[src/rtl/td4_run_ctrl.sv]
// td4_run_ctrl: TD4 execution sequencer with run/stop/step, PC breakpoint, CPU clear and instruction counter.
// Define TD4_SELF_LOOP_HALT_EN to halt when the program settles into a "JMP self" loop.
module td4_run_ctrl #(
  parameter int DIV_W = 16,
  parameter int CNT_W = 16
) (
  input  logic             clk,
  input  logic             rst,
  input  logic             run_req,
  input  logic             stop_req,
  input  logic             step_req,
  input  logic             clear_req,
  input  logic [DIV_W-1:0] div_val,
  input  logic             bp_valid,
  input  logic [3:0]       bp_addr,
  input  logic [3:0]       pc,
  output logic             cpu_en,
  output logic             cpu_rst,
  output logic [2:0]       state,
  output logic             busy,
  output logic [CNT_W-1:0] insn_cnt
);
  typedef enum logic [2:0] {IDLE = 3'd0, RUN = 3'd1, STEP = 3'd2, BREAK = 3'd3, HALT = 3'd4} state_t;
  state_t state_q, state_d;
  logic [DIV_W-1:0] div_q, div_d;
  logic [CNT_W-1:0] cnt_q, cnt_d;
  logic en_q, en_d, chk_q, skip_q, skip_d, crst_q, busy_q;
  logic bp_hit, halt_hit, wake;
`ifdef TD4_SELF_LOOP_HALT_EN
  logic [3:0] lat_q;
  logic from_step_q;
  assign halt_hit = chk_q && pc == lat_q && (state_q == RUN || from_step_q);
`else
  assign halt_hit = 1'b0;
`endif
  // chk_q marks the cycle after cpu_en, when the CPU's new pc is visible
  assign bp_hit = chk_q && state_q == RUN && bp_valid && pc == bp_addr && !skip_q;
  assign wake = state_q == IDLE || state_q == BREAK;
  always_comb begin
    state_d = clear_req ? IDLE : halt_hit ? HALT : bp_hit ? BREAK
            : state_q == RUN ? (stop_req ? IDLE : RUN)
            : wake ? (stop_req ? IDLE : step_req ? STEP : run_req ? RUN : state_q)
            : state_q == STEP ? IDLE : state_q;
    div_d = (state_d == RUN && div_q < div_val) ? div_q + 1'b1 : '0;
    en_d = state_d == STEP || (state_d == RUN && div_q >= div_val);
    skip_d = (state_d == RUN && state_q != RUN) ? state_q == BREAK
           : (chk_q && state_q == RUN) ? 1'b0 : skip_q;
    cnt_d = clear_req ? '0 : (en_q && !(&cnt_q)) ? cnt_q + 1'b1 : cnt_q;
  end
  always_ff @(posedge clk) begin
    if (rst) begin
      state_q <= IDLE;
      div_q <= '0;
      cnt_q <= '0;
      en_q <= 1'b0;
      chk_q <= 1'b0;
      skip_q <= 1'b0;
      crst_q <= 1'b1;
      busy_q <= 1'b0;
`ifdef TD4_SELF_LOOP_HALT_EN
      lat_q <= 4'h0;
      from_step_q <= 1'b0;
`endif
    end else begin
      state_q <= state_d;
      div_q <= div_d;
      cnt_q <= cnt_d;
      en_q <= en_d;
      chk_q <= en_q && !clear_req;
      skip_q <= skip_d;
      crst_q <= clear_req;
      busy_q <= state_d == RUN || state_d == STEP;
`ifdef TD4_SELF_LOOP_HALT_EN
      lat_q <= en_q ? pc : lat_q;
      from_step_q <= state_q == STEP;
`endif
    end
  end
  assign cpu_en = en_q;
  assign cpu_rst = crst_q;
  assign state = state_q;
  assign busy = busy_q;
  assign insn_cnt = cnt_q;
endmodule

[config.mk]
export PLATFORM = sky130hd
export DESIGN_NAME = td4_run_ctrl
export DESIGN_NICKNAME = d
export VERILOG_FILES = /design/src/rtl/td4_run_ctrl.sv
export SDC_FILE = /design/constraint.sdc
export NUM_CORES = 1
export LEC_CHECK = 0
export ABC_AREA = 1
export CAP_MARGIN = 10
export CELL_PAD_IN_SITES_DETAIL_PLACEMENT = 1
export CELL_PAD_IN_SITES_GLOBAL_PLACEMENT = 2
export CORE_MARGIN = 2
export CORE_UTILIZATION = 28
export DETAILED_ROUTE_END_ITERATION = 6
export PLACE_DENSITY_LB_ADDON = 0.1
export RECOVER_POWER = 50
export SETUP_SLACK_MARGIN = 0.4
export SLEW_MARGIN = 20
export SYNTH_ARGS = -nofsm -noshare
export SYNTH_HDL_FRONTEND = slang
export SYNTH_SLANG_ARGS = --single-unit
[constraint.sdc]
create_clock -name clk -period 2.3 [get_ports clk]
set_clock_uncertainty 0.15 [all_clocks]
set_input_delay 0.46 -clock clk [delete_from_list [all_inputs] [get_ports clk]]
set_output_delay 0.46 -clock clk [all_outputs]
set_load 0.03 [all_outputs]
# After elaboration in Yosys (flattened, before gate mapping)

Index checks and enable logic that the tools add are counted.

Order comparisons: 2
Mux-type cells: 11
Equality and inequality tests: 7
Reduce and logical (&&, ||, !) cells: 20
$add $sub $neg: 2
Bitwise operators: 1

Operators by type and width:

| cell                                                 | number |
|---|---|
| adder 16 x 1 -> 16 bit (second input constant)       | 2 |
| two-way mux 3 bit                                    | 8 |
| >= comparator 16 bit                                 | 1 |
| < comparator 16 bit                                  | 1 |
| AND reduction 16 bit                                 | 1 |
| equality test 3 x 2 -> 1 bit (second input constant) | 3 |
| logical AND 1 bit                                    | 9 |
| equality test 3 x 1 -> 1 bit (second input constant) | 2 |
| equality test 4 bit                                  | 1 |
| OR reduction 2 bit                                   | 2 |
| logical NOT 1 bit                                    | 3 |
| logical NOT 3 bit                                    | 1 |
| logical OR 1 bit                                     | 3 |
| two-way mux 1 bit                                    | 3 |
| != test 3 x 1 -> 1 bit (second input constant)       | 1 |
| nonzero test 2 bit                                   | 1 |
| NOT 1 bit                                            | 1 |

Register bits after elaboration: 40
Output and inout port bits: 22
Input port bits: 31

# Logic depth before layout (Yosys ltp)

Word-level depth: 11
Gate-level depth with buffers: 12
Gate-level depth less buffers: 12

# Worst setup path before layout

Ideal clock, no wire load.

Path type: register -> register
From: register cnt_q[0] (netlist: insn_cnt[0])
To: register cnt_q[15] (netlist: insn_cnt[15])
Slack: 0.365 ns
Library setup time: 0.132 ns
Required time: 2.018 ns
Period minus slack after synthesis: 1.935 ns
Path buffers: 1
Arrival time: 1.653 ns
Cell stages (with the launch flop): 10
Cell sequence: dfxtp_1 -> ha_1 -> nand3_1 -> nor2_1 -> nand3_1 -> nand2_1 -> inv_1 -> clkbuf_1 -> o21ai_0 -> a21oi_1

Word-level cells in the longest chain between the ends: 3

RTL lines:

| what                                                           | RTL line | text |
|---|---|---|
| from (decl)                                                    | 26       | `logic [CNT_W-1:0] cnt_q, cnt_d;` |
| from (signal assigned)                                         | 67       | `cnt_q <= cnt_d;` |
| branches (longest 3 deep; another with adder 16 x 1 -> 16 bit) | --       |  |

Several ways; the timed one is not identified.
A chain may end at the register's enable or synchronous reset.

# Final worst setup path

From: register cnt_q[1] (netlist: insn_cnt[1])
To: register cnt_q[13] (netlist: insn_cnt[13])

Same word-level chain as after synthesis.

==> results_tabular.tex <==
\begin{tabular}{lr}
\hline
Metric & Value \\
\hline
\multicolumn{2}{l}{\textbf{Timing}} \\
\quad Setup slack of the critical path after layout & 380 ps \\
\quad Share of the clock period used by the worst path & 0.835 \\
\quad Number of failing setup endpoints in the final timing report & 0 \\
\quad Rel. slew slack & 0.713 \\
\quad Post-route minimum period & 1920 ps \\
\quad Fmax & 521 MHz \\
\quad Hold Violations, Final & 0 \\
\quad Number of pins with negative max-slew slack in the final report & 0 \\
\quad RSZ-0062 raised after global routing & false \\
\quad Slew @ Worst Pin & 430 ps \\
\multicolumn{2}{l}{\textbf{Clock tree}} \\
\quad Clock-pin transition on the worst setup and hold timing paths & 90 ps \\
\quad TritonCTS buffer count & 5 \\
\quad Htree depth & 2 \\
\quad Root Driver & clkbuf\_8 \\
\quad CTS Buffer Depth & 2 \\
\quad Clk sink count & 40 \\
\quad Clock tree from TritonCTS & yes \\
\quad Clock network latency to the later pin of the worst-skew pair & 310 ps \\
\quad Hold-fix buffers at CTS & 0 \\
\multicolumn{2}{l}{\textbf{Routing}} \\
\quad Routed WL & 7430 um \\
\quad Routed wire per std cell & 13.5 um \\
\quad Number of remaining DRC errors & 0 \\
\quad Number of DRC markers in iteration 0 & 24 \\
\quad 1st-pass router iterations & 4 \\
\quad Number of routed nets with antenna violations & 0 \\
\quad Total via count after detailed routing & 2536 \\
\quad Via-to-Cell Ratio & 4.60 \\
\multicolumn{2}{l}{\textbf{Synth}} \\
\quad Sequential-to-total area share from yosys stat & 0.314 \\
\quad Number of enable-type register cells in the synthesized netlist & 0 \\
\quad Synth cell types & 28 \\
\quad Fraction of synthesis flops using an asynchronous set or reset pin & 0 \\
\quad Number of instances in the synthesized netlist & 365 \\
\quad Warnings from Yosys & 0 \\
\quad Post-synth top flop & dfxtp\_1 \\
\quad Synth Register Bits & 40 \\
\quad Mean instance size in the synthesized netlist & 6.99 um\^{}2 \\
\quad Cell Area, Synth & 2550 um\^{}2 \\
\quad Syn\_nets & 414 \\
\multicolumn{2}{l}{\textbf{Final layout}} \\
\quad Most frequent cells in the layout & nand2\_1, inv\_1, dlygate4sd2\_1 \\
\quad Post-synthesis to final-layout area growth & 47.1\% \\
\quad Proportion of layout cells with a drive suffix above 1 & 0.248 \\
\quad Number of nets at the end of the flow & 491 \\
\quad Core utilization of the finished layout & 0.428 \\
\quad Most common cell after layout, fill and taps aside & nand2\_1 \\
\quad Antenna diode count & 0 \\
\multicolumn{2}{l}{\textbf{Critical path}} \\
\quad Endpoint class of the critical path & flop \\
\quad Element type at the critical path start & flop \\
\quad Biggest fanout along the worst timing path & 6 \\
\quad Crit path max-delay cell type & dfxtp\_1 \\
\quad Slowest stage delay, CP & 420 ps \\
\quad WP data arrival & 1950 ps \\
\quad Required time of the worst setup path & 2330 ps \\
\quad Ordered cell list for the critical path & ha\_1 > nand3\_2 > nor2\_4 > nand3\_4 > nand2\_4 > clkinvlp\_4 > buf\_4 > nand2\_1 > a21oi\_1 \\
\quad Category of the critical setup timing path & flop to flop \\
\multicolumn{2}{l}{\textbf{Power and ir drop}} \\
\quad Leak & 1.58 nW \\
\quad Pwr dens & 396 nW/um\^{}2 \\
\quad Overall power & 1.49 mW \\
\quad Peak VDD IR & 0.000219 V \\
\multicolumn{2}{l}{\textbf{Global route}} \\
\quad Global router's overall resource usage & 0.157 \\
\quad Wire length of the first global-routing pass & 12400 um \\
\quad Largest net degree at the start of global routing & 15 \\
\quad Via count of the first global-routing pass & 2637 \\
\quad GRT Residual Overflow & 0 \\
\quad Number of antenna violations at the first check in global routing & 0 \\
\multicolumn{2}{l}{\textbf{Floorplan}} \\
\quad Starting utilization of the core area & 0.291 \\
\quad Boundary pin count & 53 \\
\quad CORE AREA & 8760 um\^{}2 \\
\quad Vertical die dimension & 99.5 um \\
\quad Number of core rows & 34 \\
\quad Die width & 99.5 um \\
\quad Die area & 9900 um\^{}2 \\
\multicolumn{2}{l}{\textbf{Placement}} \\
\quad Worst slack at placement & -185 ps \\
\quad RePlAce Congestion & 0.821 \\
\quad PortBufs & 52 \\
\quad Half-perimeter wire length after detailed placement & 5590 um \\
\multicolumn{2}{l}{\textbf{Min path}} \\
\quad HP Class & flop to flop \\
\multicolumn{2}{l}{\textbf{Outcome}} \\
\quad Outcome & finished, final reports clean \\
\multicolumn{2}{l}{\textbf{Flow run}} \\
\quad Max capacitance violation total & 0 \\
\hline
\end{tabular}
[registers in the layout, indices dropped and copies added, names as in the netlist]
register,flops
div_q,16
insn_cnt,16
state,3
busy,1
chk_q,1
cpu_en,1
cpu_rst,1
skip_q,1
[layout make-up]
type | count | area [um^2]
inverter | 66 | 251
multi-input combinational | 255 | 1780
tap | 108 | 135
clock buffer | 5 | 68.8
fill | 1098 | 5010
sequential | 40 | 806
clock inverter | 3 | 46.3
timing repair buffer | 73 | 663
timing repair inverter | 1 | 7.51
[path summary, 6_finish.rpt]
kind               start      endpoint  slack (ps)  cells after the start
max          insn_cnt[1]  insn_cnt[13]         380                      9
max reg2reg  insn_cnt[1]  insn_cnt[13]         380                      9
min reg2reg     div_q[0]      div_q[0]         310                      1
min             div_q[0]      div_q[0]         310                      1
[synthesized netlist by cell type, drive strengths merged (5+ instances only)]
cell	count	area, um^2
ha	18	225
nor2	55	294
dfxtp	40	801
inv	66	248
o21ai	13	65.1
nand3	25	148
xnor2	5	43.8
a21oi	22	110
nand2	75	297
nor3	16	85.1
nand4	5	31.3
xor2	14	123
[where the power goes]
| group | switching [mW] | internal, mW | leakage, nW |
|---|---|---|---|
| Sequential | 0.00337 | 0.696 | 0.325 |
| Clock | 0.291 | 0.327 | 0.0548 |
| Combinational | 0.0898 | 0.0798 | 1.20 |
[cells by family (layout without fill, tap and decap cells)]
family                   after synthesis  in the layout  share of synthesized area
XOR/XNOR                              19             19                     0.0652
AND/OR/NAND/NOR                      181            181                      0.348
flip-flops                            40             40                      0.314
adder cells (fa/ha/maj)               18             18                     0.0882
AO/OA/AOI/OAI                         37             37                     0.0750
buffers and inverters                 70            148                      0.110
[per-stage QoR]
| stage | instances | TNS, ps | area (um^2) | hold WS (ps) |
|---|---|---|---|---|
| 2_1_floorplan | 365 | 0 | 2560 | 308 |
| 4_1_cts | 549 | 0 | 3690 | 350 |
| 5_1_grt | 551 | 0 | 3750 | 321 |
| 3_3_place_gp | 532 | -2440 | 3280 | 332 |
| 6_report | 551 | 0 | 3750 | 312 |
| 3_5_place_dp | 532 | -2640 | 3280 | 339 |
[metal layers]
layer,track usage,up-vias,wire length [um]
met2,0.278,35,3760
met1,0.193,1184,3330
met4,0.0537,0,134
met5,0,-,0
li1,-,1305,-
met3,0.0253,12,210
[timing repair]
action | CTS | global route
endpoints found under the setup margin | 55 | 33
hold endpoints to repair | 0 | 0
gates cloned | 2 | 0
setup buffers | 7 | 2
gates resized for setup | 106 | 26
pin swaps | 39 | 8
[critical path, delay by kind of cell (launching register included)]
kind / cells / cell delay [ps]
fa+ha+maj: 1 / 250
compound gates: 1 / 60
simple gates: 5 / 570
flops: 1 / 420
buf+inv: 2 / 340
Power figures use the tool's default switching activity.
